--- config.mk ---
export PLATFORM = sky130hd
export DESIGN_NAME = fsic_is_rx_fifo
export DESIGN_NICKNAME = d
export VERILOG_FILES = /design/src/rtl/fsic_axis_pkg.sv /design/src/rtl/fsic_fifo_mem.sv /design/src/rtl/fsic_is_rx_fifo.sv
export SDC_FILE = /design/constraint.sdc
export NUM_CORES = 1
export LEC_CHECK = 0
export BUFFER_PORTS_ARGS = -buffer_cell sky130_fd_sc_hd__buf_2
export CAP_MARGIN = 20
export CORE_UTILIZATION = 61
export DETAILED_ROUTE_END_ITERATION = 10
export PLACE_DENSITY_LB_ADDON = 0.2
export SYNTH_ARGS = -nofsm -noshare
export SYNTH_HDL_FRONTEND = slang
export SYNTH_SLANG_ARGS = --single-unit
export TNS_END_PERCENT = 5
--- constraint.sdc ---
create_clock -name axis_clk -period 7.15 [get_ports axis_clk]
set_input_delay 0.3575 -clock axis_clk [delete_from_list [all_inputs] [get_ports axis_clk]]
set_output_delay 0.3575 -clock axis_clk [all_outputs]
set_load 0.02 [all_outputs]
--- src/rtl/fsic_axis_pkg.sv ---
// fsic_axis_pkg: shared AXI-Stream sideband widths, entry packing width and flow-control default.
package fsic_axis_pkg;

    localparam int TID_W                = 2;
    localparam int TUSER_W              = 2;
    localparam int FC_THRESHOLD_DEFAULT = 3;

    // Stored entry is {tlast, tid, tuser, tkeep, tstrb, tdata}
    function automatic int entry_width(input int data_w);
        return data_w + 2 * (data_w / 8) + 1 + TID_W + TUSER_W;
    endfunction

endpackage

--- src/rtl/fsic_fifo_mem.sv ---
// fsic_fifo_mem: unreset register array with one synchronous write port and one asynchronous read port.
module fsic_fifo_mem #(
    parameter int pWIDTH = 45,
    parameter int pDEPTH = 8
) (
    input  logic                       clk,
    input  logic                       we,
    input  logic [$clog2(pDEPTH)-1:0]  waddr,
    input  logic [pWIDTH-1:0]          wdata,
    input  logic [$clog2(pDEPTH)-1:0]  raddr,
    output logic [pWIDTH-1:0]          rdata
);

    logic [pWIDTH-1:0] mem_q [pDEPTH];

    always_ff @(posedge clk) begin
        if (we) mem_q[waddr] <= wdata;
    end

    assign rdata = mem_q[raddr];

endmodule

--- src/rtl/fsic_is_rx_fifo.sv ---
// fsic_is_rx_fifo: receive buffer behind the IO serdes; unthrottled beats in, AXI-Stream master out,
// with a registered flow-control bit back to the remote side and a sticky overflow flag.
module fsic_is_rx_fifo
    import fsic_axis_pkg::*;
#(
    parameter int pDATA_WIDTH   = 32,
    parameter int pDEPTH        = 8,
    parameter int pFC_THRESHOLD = FC_THRESHOLD_DEFAULT
) (
    input  logic                          axis_clk,
    input  logic                          axis_rst,
    input  logic [pDATA_WIDTH-1:0]        s_tdata,
    input  logic [pDATA_WIDTH/8-1:0]      s_tstrb,
    input  logic [pDATA_WIDTH/8-1:0]      s_tkeep,
    input  logic                          s_tlast,
    input  logic [TID_W-1:0]              s_tid,
    input  logic [TUSER_W-1:0]            s_tuser,
    input  logic                          s_tvalid,
    output logic [pDATA_WIDTH-1:0]        m_tdata,
    output logic [pDATA_WIDTH/8-1:0]      m_tstrb,
    output logic [pDATA_WIDTH/8-1:0]      m_tkeep,
    output logic                          m_tlast,
    output logic [TID_W-1:0]              m_tid,
    output logic [TUSER_W-1:0]            m_tuser,
    output logic                          m_tvalid,
    input  logic                          m_tready,
    output logic                          fc_tready,
    output logic [$clog2(pDEPTH+1)-1:0]   level,
    output logic                          ovf,
    input  logic                          ovf_clr
);

    localparam int EW = entry_width(pDATA_WIDTH);
    localparam int PW = $clog2(pDEPTH);
    localparam int LW = $clog2(pDEPTH + 1);

    logic [PW-1:0] wr_ptr_q, wr_ptr_d, rd_ptr_q, rd_ptr_d;
    logic [LW-1:0] level_q, level_d;
    logic [EW-1:0] out_q, out_d, wr_entry, rd_entry;
    logic          m_tvalid_q, m_tvalid_d, fc_q, fc_d, ovf_q, ovf_d;
    logic          push, pop;

    assign wr_entry = {s_tlast, s_tid, s_tuser, s_tkeep, s_tstrb, s_tdata};

    fsic_fifo_mem #(
        .pWIDTH (EW),
        .pDEPTH (pDEPTH)
    ) u_mem (
        .clk   (axis_clk),
        .we    (push),
        .waddr (wr_ptr_q),
        .wdata (wr_entry),
        .raddr (rd_ptr_d),
        .rdata (rd_entry)
    );

    // The output register shows mem[rd_ptr_d] whenever an older entry survives this cycle's pop,
    // which gives one cycle of fall-through latency and bubble-free back-to-back pops.
    always_comb begin
        pop        = m_tvalid_q && m_tready;
        push       = s_tvalid && (level_q < LW'(pDEPTH) || pop);
        wr_ptr_d   = !push ? wr_ptr_q : (wr_ptr_q == PW'(pDEPTH - 1)) ? '0 : wr_ptr_q + PW'(1);
        rd_ptr_d   = !pop ? rd_ptr_q : (rd_ptr_q == PW'(pDEPTH - 1)) ? '0 : rd_ptr_q + PW'(1);
        level_d    = level_q + LW'(push) - LW'(pop);
        m_tvalid_d = (level_q - LW'(pop)) != '0;
        out_d      = m_tvalid_d ? rd_entry : out_q;
        fc_d       = (pDEPTH - int'(level_d)) > pFC_THRESHOLD;
        ovf_d      = (s_tvalid && !push) ? 1'b1 : ovf_clr ? 1'b0 : ovf_q;
    end

    always_ff @(posedge axis_clk or posedge axis_rst) begin
        if (axis_rst) begin
            wr_ptr_q   <= '0;
            rd_ptr_q   <= '0;
            level_q    <= '0;
            out_q      <= '0;
            m_tvalid_q <= 1'b0;
            fc_q       <= 1'b0;
            ovf_q      <= 1'b0;
        end else begin
            wr_ptr_q   <= wr_ptr_d;
            rd_ptr_q   <= rd_ptr_d;
            level_q    <= level_d;
            out_q      <= out_d;
            m_tvalid_q <= m_tvalid_d;
            fc_q       <= fc_d;
            ovf_q      <= ovf_d;
        end
    end

    assign {m_tlast, m_tid, m_tuser, m_tkeep, m_tstrb, m_tdata} = out_q;
    assign m_tvalid  = m_tvalid_q;
    assign fc_tready = fc_q;
    assign level     = level_q;
    assign ovf       = ovf_q;

endmodule
# After elaboration in Yosys (flattened, before gate mapping)
# Memories as Yosys holds them, arrays and structs flattened. A register that Yosys moved wholly into a read port is not among the register bits.
# Index checks and enable logic that the tools add are counted.
# totals
reg_bits	13
latchBits	0
ramBits	360
rom_bits	0
in_bits	50
out_inout_bits	52
elab_cells	31
memories	1
# mem_list
name	words	word_bits	read_ports	rd_ports_with_merged_regs	write_ports	line_no	rtl
u_mem.mem_q	8	45	1	1	1	fsic_fifo_mem.sv:14	logic [pWIDTH-1:0] mem_q [pDEPTH];
# op_classes
add_sub_neg	6
multipliers	0
n_div	0
n_lt_le_gt_ge	2
n_eq_ne	2
shifts	0
muxes	7
bitwise	0
reduce_logical	7
# op_table
operator	count
two-way mux 3 bit	3
subtractor 4 x 1 -> 4 bit	2
adder 3 x 1 -> 3 bit (second input constant)	2
equality test 3 bit (second input constant)	2
greater-than comparator 5 x 3 -> 1 bit (second input constant)	1
subtractor 4 x 4 -> 5 bit (first input constant)	1
adder 4 x 1 -> 4 bit	1
< comparator 4 bit (second input constant)	1
two-way mux 1 bit	4
nonzero test 4 bit	1
logical AND 1 bit	3
nonzero test 2 bit	1
zero test 1 bit	1
logical OR 1 bit	1

# Longest topological paths before layout
# Gate-level depths: netlist (run 1).
# logic_depth
depth_word	7
mapped_depth	14
ltp_nobuf	12

# Hierarchy
# A second synthesis (run 1) with hierarchy kept.
# unflattened
hier_cells	692
area_unflattened_um2	16522.1
# by_module_without_submodules
module	instances	cells_per_inst	area_each_um2	seq_area_each_um2
fsic_fifo_mem	1	533	13912.1	10810.4
fsic_is_rx_fifo	1	159	2610.0	1451.4

# Least setup slack after synthesis (run 1)
# Ideal clock, no wire load.
# synth_path
path_type	reg2reg
startpoint	register m_tvalid_q, in the netlist m_tvalid
endpoint	memory u_mem.mem_q[0][0], enable pin
setup_time_ps	559
arrival_time_ps	5517
required_ps	6591
path_slack_ps	1073
path_stages_with_launch	7
path_buffers	2
synth_period_minus_slack_ps	6077
path_cell_list	dfrtp_1 -> nand2_1 -> buf_4 -> clkbuf_1 -> nand2_1 -> nand2_1 -> nor4_1
# synth_via
elab_chain_cells	5
# synth_lines
item	line_no	rtl
start, declared	fsic_is_rx_fifo.sv:40	logic m_tvalid_q, m_tvalid_d, fc_q, fc_d, ovf_q, ovf_d;
start signal, assigned	fsic_is_rx_fifo.sv:85	m_tvalid_q <= m_tvalid_d;
logical AND 1 bit	fsic_is_rx_fifo.sv:60	pop = m_tvalid_q && m_tready;
logical OR 1 bit	fsic_is_rx_fifo.sv:61	push = s_tvalid && (level_q < LW'(pDEPTH) || pop);
logical AND 1 bit	fsic_is_rx_fifo.sv:61	
two-way mux 1 bit	fsic_fifo_mem.sv:17	if (we) mem_q[waddr] <= wdata;
two-way mux 1 bit (implied by the code)	fsic_fifo_mem.sv:17	
end, declared	fsic_fifo_mem.sv:14	
# No other way between the ends.

# Final worst setup path (run 1)
# layout_path
startpoint	register rd_ptr_q[0]
endpoint	register out_q[27] (read register of u_mem.mem_q)
# layout_via
elab_chain_cells	3
elab_cells_between_ends	4
cone_classes	add/sub: 1; eq/ne: 1; mux: 2
# layout_lines
item	line_no	rtl
start, declared	fsic_is_rx_fifo.sv:37	logic [PW-1:0] wr_ptr_q, wr_ptr_d, rd_ptr_q, rd_ptr_d;
start signal, assigned	fsic_is_rx_fifo.sv:82	rd_ptr_q <= rd_ptr_d;
adder 3 x 1 -> 3 bit or equality test 3 bit (tied branches)	fsic_is_rx_fifo.sv:63	rd_ptr_d = !pop ? rd_ptr_q : (rd_ptr_q == PW'(pDEPTH - 1)) ? '0 : rd_ptr_q + PW'(1);
two-way mux 3 bit	fsic_is_rx_fifo.sv:63	
two-way mux 3 bit *	fsic_is_rx_fifo.sv:63	
end, declared	fsic_is_rx_fifo.sv:39	logic [EW-1:0] out_q, out_d, wr_entry, rd_entry;
# Mark *: on every way between the ends. The rest lies on a longest branch, timed or not.
# A chain may end at the register's enable or synchronous reset.

==> summary.md, run 1 <==
| Metric | Value |
|---|---|
| Post-synthesis cell area | `18000 µm²` |
| GR Overflow Total | `0` |
| Critical Path Fanout Max | `50` |
| Hold buffers post-CTS | `0` |
| Worst hold path endpoint | `ovf$_DFFE_PP0P_` |
| Routed Antenna Nets | `0` |
| Synth top area share | `0.602` |
| Status | `completed` |
| Worst slew margin | `0.316` |
| Worst-Margin Slew | `1030 ps` |
| Number of port buffers | `101` |
| Ys async rst share | `0.139` |
| TritonRoute pass-1 iters | `5` |
| Worst skew pair latency | `530 ps` |
| Ys flop type | `edfxtp_1` |
| Cell taking the most area after synthesis | `edfxtp_1` |
| Floorplan row count | `62` |
| CTS tree | `built` |
| Routability cong. | `0.732` |
| Pwr Density | `435 nW/µm²` |
| Area growth, synth to finish | `12.4%` |
| CP Launch Type | `flop` |
| First-pass GRT wire length | `66500 µm` |
| Worst Hold Class | `in2reg` |
| Fin area | `20200 µm²` |
| WL met2 | `21400 µm` |
| CTS resizes | `0` |
| Nets | `1409` |
| CTS root buffer | `clkbuf_16` |
| Post-DR wirelength/cell | `24.3 µm` |
| Share of cells above drive strength 1 | `0.183` |
| Max-cap violations | `0` |
| Num CTS Buffers | `42` |
| Die span in x | `174 µm` |
| Longest Clk Path Bufs | `3` |
| Synth Instances | `1264` |
| Skew final | `8.77 ps` |
| Final period util | `0.579` |
| Worst R2R Start | `rd_ptr_q[0]$_DFF_PP0_` |
| R2R cell count | `9` |
| Leading cell types by count after synthesis | `edfxtp_1, nand2_1, mux2i_1, dfrtp_1, clkbuf_1` |
| Mean Syn Cell Area | `14.2 µm²` |
| Top-count cell post-synth | `edfxtp_1` |
| Die Y | `174 µm` |
| RSZ-0062 raised after global routing | `no` |
| Yosys warns | `0` |
| H-tree depth | `2` |
| Unique masters post-synth | `38` |
| # setup viols final | `0` |
| Reg2reg end | `out_q[27]$_DFFE_PP0P_` |
| M1 wire length | `17400 µm` |
| Number of flops mapped to enable cells by yosys | `360` |
| Slew Viols, Final | `0` |
| Critical Path AT | `4560 ps` |
| Final min period | `4140 ps` |
| Max layer used | `met5` |
| # clock sinks | `418` |
| Hold path depth | `2` |
| R2R setup slack | `3010 ps` |
| GRT Resource Usage Total | `0.290` |
| Post-Place Cell Area | `18800 µm²` |
| Max frequency | `242 MHz` |
| CP Capture Type | `flop` |
| Final count of hold timing violations | `0` |
| Vias/cell | `6.50` |
| Dominant cells by area after synthesis | `edfxtp_1, dfrtp_1, mux2i_1` |
| Critical Path RT | `7570 ps` |
| Diodes inserted | `0` |
| Worst hold path startpoint | `ovf_clr` |
| Length of routed met3 wiring | `3120 µm` |
| Starting Density | `0.622` |
| Overall via count from detail_route | `11500` |
| Boundary Pins | `102` |
| Antenna violations before repair | `3` |
| Largest net degree at the start of global routing | `73` |
| Routed WL | `42900 µm` |
| Post-DP HPWL | `21600 µm` |
| Peak supply drop | `0.310 mV` |
| Seq/Total Area, Yosys | `0.683` |
| Yosys reg bits | `418` |
| Postcts setup bufs | `0` |
| Setup TNS | `0 ps` |
| Die area | `30100 µm²` |
| Pre-CTS setup slack | `3050 ps` |
| Post-route setup slack | `3010 ps` |
| Crit Path Category | `reg2reg` |
| Vias in the first global route | `11700` |
| Iteration-0 DRC Markers | `1161` |
| Detailed-route DRC error count | `0` |
| Core ar. | `28900 µm²` |
| Syn nets | `1327` |
| Critical path origin | `rd_ptr_q[0]$_DFF_PP0_` |
| Total power after layout | `8780 µW` |
| Reg clk slew, reported paths | `60 ps` |
| Fillers | `1904` |
| Lkg Pwr | `0.00748 µW` |
per-layer routing:
metal | global-route usage | vias to the layer above
met5 | 0 | -
met3 | 0.0450 | 87
met2 | 0.491 | 512
met1 | 0.389 | 5809
met4 | 0.0899 | 6
li1 | - | 5058
cell usage in the layout, fill, tap and decap left out, types with 2 or more instances in the layout:
master / synthesis / routed
nand2b_1: 4 / 4
clkbuf_1: 56 / 14
nor2_4: 0 / 3
a32oi_1: 45 / 45
mux2_2: 47 / 47
ha_1: 12 / 12
nand3b_1: 4 / 4
nor3_2: 0 / 4
o21ai_4: 1 / 3
nand2_1: 192 / 190
a31oi_1: 45 / 45
inv_1: 12 / 11
buf_4: 11 / 24
dfrtp_1: 58 / 57
nand3_1: 50 / 50
a21o_1: 46 / 46
edfxtp_1: 360 / 360
clkbuf_8: 0 / 4
mux2i_1: 135 / 135
o21bai_1: 2 / 2
a32o_1: 45 / 45
clkinv_2: 0 / 9
clkinv_1: 0 / 4
a21oi_1: 47 / 46
xor2_1: 2 / 2
and3_1: 45 / 45
clkbuf_16: 0 / 45
buf_2: 17 / 101
kinds of logic (layout without fill, tap and decap cells):
kind of cell             Yosys count  count (layout)  synth area share
AND/OR/NAND/NOR                  309             309            0.0771
flip-flops                       418             418             0.683
adder cells (fa/ha/maj)           13              13           0.00947
XOR/XNOR                           3               3           0.00146
buffers and inverters            101             217            0.0246
multiplexers                     182             182             0.105
AO/OA/AOI/OAI                    238             238             0.100
final cells by class:
class                   instances  area [µm²]  area share
multi-input cells             745        5350       0.265
flip-flops and latches        418       12300       0.608
well taps                     384         480      0.0238
clock buffers                  63        1230      0.0611
inverters                      13        51.3     0.00254
repair buffers                126         701      0.0347
clock inverters                15        97.6     0.00484
metrics by stage:
| stage | std cells | hold slack, ps | utilization |
|---|---|---|---|
| floorplan | 1264 | 456 | - |
| global placement | 1685 | 481 | 0.653 |
| detailed placement | 1685 | 480 | 0.653 |
| CTS | 1763 | 21.1 | 0.699 |
| global route | 1764 | 62.7 | 0.699 |
| finish | 1764 | 35.1 | 0.699 |
state kept, by name, indices dropped and copies added, names as in the netlist:
signal       flops
level            4
wr_ptr_q         3
m_tvalid         1
fc_tready        1
out_q           45
u_mem.mem_q    360
rd_ptr_q         3
ovf              1
how the worst max path moves through the flow:
stage                                        to  slack, ps
CTS                       out_q[28]$_DFFE_PP0P_       3010
floorplan           u_mem.mem_q[0][0]$_DFFE_PP_       1070
global placement          out_q[23]$_DFFE_PP0P_       3150
global route              out_q[27]$_DFFE_PP0P_       2830
detailed placement        out_q[25]$_DFFE_PP0P_       3050
finish                    out_q[27]$_DFFE_PP0P_       3010
report_power, final:
part	switching, µW	internal [µW]
combinational	2030	1240
sequential	265	3120
clock	888	1230
critical path, cell delays in order, from the launching register on:
cell and delay [ps]:
dfrtp_4 680, ha_1 300, ha_1 190, and3b_4 800, o21ai_4 110, inv_4 490
buf_4 730, mux2i_1 290, a32oi_1 80, a32o_1 270
Note: power is estimated with default switching activity, not from simulation.
==> run 2, diff against run 1 <==
Settings changed: CORE_UTILIZATION 61 to 55.
Clock period 7.15 ns to 3.4 ns, I/O delays scaled along.
==> summary.md, run 2 (synthesis gave the netlist of run 1 again) <==
| Metric | Value |
|---|---|
| GR Overflow Total | `0 (unchanged)` |
| Fillers | `2337 (was 1904)` |
| Largest net degree at the start of global routing | `112 (was 73)` |
| Routability cong. | `0.746 (was 0.732)` |
| Lkg Pwr | `0.00782 µW (was 0.00748 µW)` |
| Met1 Use GR | `0.342 (was 0.389)` |
| Worst skew pair latency | `530 ps (about the same)` |
| Postcts setup bufs | `0 (unchanged)` |
| Routed Antenna Nets | `0 (unchanged)` |
| CP Capture Type | `flop (unchanged)` |
| Critical path's largest stage delay | `1000 ps (was 800 ps)` |
| Delay-heaviest family, CP | `compound AO/OA/AOI/OAI gates (was buffers and inverters)` |
| Antenna violations before repair | `1 (was 3)` |
| Longest Clk Path Bufs | `3 (unchanged)` |
| RSZ-0062 raised after global routing | `no (unchanged)` |
| Critical Path, Cell by Cell | `ha_1 -> ha_1 -> o31ai_4 -> buf_12 -> nand3_1 -> a32o_1 (was ha_1 -> ha_1 -> and3b_4 -> o21ai_4 -> inv_4 -> buf_4 -> mux2i_1 -> a32oi_1 -> a32o_1)` |
| Critical Path Fanout Max | `29 (was 50)` |
| Die span in x | `183 µm (was 174 µm)` |
| Max-cap violations | `0 (unchanged)` |
| Placed Cells incl. Taps | `1747 (was 1685)` |
| GR peak layer | `met2 (unchanged)` |
| Share of cells above drive strength 1 | `0.185 (was 0.183)` |
| Final period util | `0.855 (was 0.579)` |
| CP Launch Type | `flop (unchanged)` |
| Boundary Pins | `102 (unchanged)` |
| Area growth, synth to finish | `17.1% (was 12.4%)` |
| Die Y | `183 µm (was 174 µm)` |
| GRT Resource Usage Total | `0.261 (was 0.290)` |
| Vias/cell | `6.09 (was 6.50)` |
| Setup TNS | `0 ps (unchanged)` |
| Detailed-route DRC error count | `0 (unchanged)` |
| Diodes inserted | `0 (unchanged)` |
| Most common cell after layout, fill and taps aside | `edfxtp_1 (unchanged)` |
| Crit Path Category | `reg2reg (unchanged)` |
| Nets | `1470 (was 1409)` |
| Met2 Usage GRT | `0.455 (was 0.491)` |
| First-pass GRT wire length | `65600 µm (was 66500 µm)` |
| Area occupied by multi-input gates | `5390 µm² (was 5350 µm²)` |
| Reg clk slew, reported paths | `60 ps (about the same)` |
| Status | `completed (unchanged)` |
| Vias in the first global route | `11400 (was 11700)` |
| Worst slew margin | `0.231 (was 0.316)` |
| Hold_ws | `218 ps (was 35.1 ps)` |
| Pwr Density | `892 nW/µm² (was 435 nW/µm²)` |
| Critical Path AT | `3320 ps (was 4560 ps)` |
| Number of port buffers | `101 (unchanged)` |
| Max reg flops | `360 (unchanged)` |
| Routed WL | `43200 µm (was 42900 µm)` |
| Worst Hold Class | `in2reg (unchanged)` |
| H-tree depth | `2 (unchanged)` |
| Total power after layout | `18800 µW (was 8780 µW)` |
| M3 GR Usage | `0.0367 (was 0.0450)` |
| Skew final | `11.7 ps (was 8.77 ps)` |
| # setup viols final | `0 (unchanged)` |
| # clock sinks | `418 (unchanged)` |
| Die area | `33400 µm² (was 30100 µm²)` |
| Biggest register | `u_mem.mem_q (unchanged)` |
| CTS root buffer | `clkbuf_16 (unchanged)` |
| Final count of hold timing violations | `0 (unchanged)` |
| Post-DR wirelength/cell | `23.0 µm (was 24.3 µm)` |
| CTS resizes | `0 (unchanged)` |
| Worst-Margin Slew | `1150 ps (was 1030 ps)` |
| Post-DP HPWL | `22200 µm (was 21600 µm)` |
| TritonRoute pass-1 iters | `7 (was 5)` |
| CP max stage cell | `o31ai_4 (was and3b_4)` |
| Hold buffers post-CTS | `48 (was 0)` |
| Iteration-0 DRC Markers | `934 (was 1161)` |
| Floorplan row count | `65 (was 62)` |
| Peak supply drop | `0.523 mV (was 0.310 mV)` |
| Commonest non-fill, non-tap cells in the layout | `edfxtp_1, nand2_1, mux2i_1 (unchanged)` |
| CP Buf/Inv Count | `1 (was 2)` |
| Overall via count from detail_route | `11400 (was 11500)` |
| Num CTS Buffers | `44 (was 42)` |
| CTS tree | `built (unchanged)` |
| Slew Viols, Final | `0 (unchanged)` |
| Final cell count without fillers | `1876 (was 1764)` |
| Max frequency | `344 MHz (was 242 MHz)` |
| Final min period | `2910 ps (was 4140 ps)` |
| Core Util, Final | `0.660 (was 0.699)` |
| Starting Density | `0.563 (was 0.622)` |
| Cell mode on critical path | `ha_1 (unchanged)` |
| Reg area | `12300 µm² (unchanged)` |
| Critical Path RT | `3820 ps (was 7570 ps)` |
| Core ar. | `31900 µm² (was 28900 µm²)` |
[run 2: final timing paths]
| path | cells after the start | startpoint | slack (ps) | to |
|---|---|---|---|---|
| max in group asynchronous | 4 | axis_rst | 2160 | out_q[34]$_DFFE_PP0P_ |
| min in group asynchronous | 3 | axis_rst | 410 | out_q[0]$_DFFE_PP0P_ |
| min | 4 | s_tvalid | 220 | wr_ptr_q[0]$_DFFE_PP0P_ |
| min reg2reg | 1 | out_q[7]$_DFFE_PP0P_ | 490 | out_q[7]$_DFFE_PP0P_ |
| max | 6 | rd_ptr_q[0]$_DFF_PP0_ | 490 | out_q[35]$_DFFE_PP0P_ |
| max reg2reg | 6 | rd_ptr_q[0]$_DFF_PP0_ | 490 | out_q[35]$_DFFE_PP0P_ |
[run 2: power by group]
group          internal [µW]  switching [µW]
sequential              6560             470
combinational           2850            4350
clock                   2610            1910
[run 2: worst register-to-register path: cells and delay by family, from the launching register on]
family                     cells  cell delay (ps)
AOI/OAI and AO/OA              2             1280
adders and majority gates      2              560
DFF                            1              470
buffers and inverters          1              320
and+or+nand+nor                1              160
[run 2: stage by stage]
step	worst slack (ps)	cell area (µm²)
after CTS	430	21000
after floorplan	-166	18000
after detailed placement	457	19200
after global placement	535	19200
after global routing	433	21000
final	494	21000
[run 2: area by class of cell]
| class | instances | area share |
|---|---|---|
| repair buffers | 185 | 0.0678 |
| well taps | 435 | 0.0259 |
| clock inverters | 21 | 0.00595 |
| multi-input cells | 745 | 0.256 |
| clock buffers | 59 | 0.0584 |
| flip-flops and latches | 418 | 0.583 |
| inverters | 13 | 0.00244 |
[run 2: per-layer routing]
metal	part of all wire	up-vias	routed length [µm]
li1	-	5183	-
met3	0.053	48	2290
met4	0.017	0	733
met1	0.42	5825	18200
met2	0.51	373	22000
met5	0	-	0
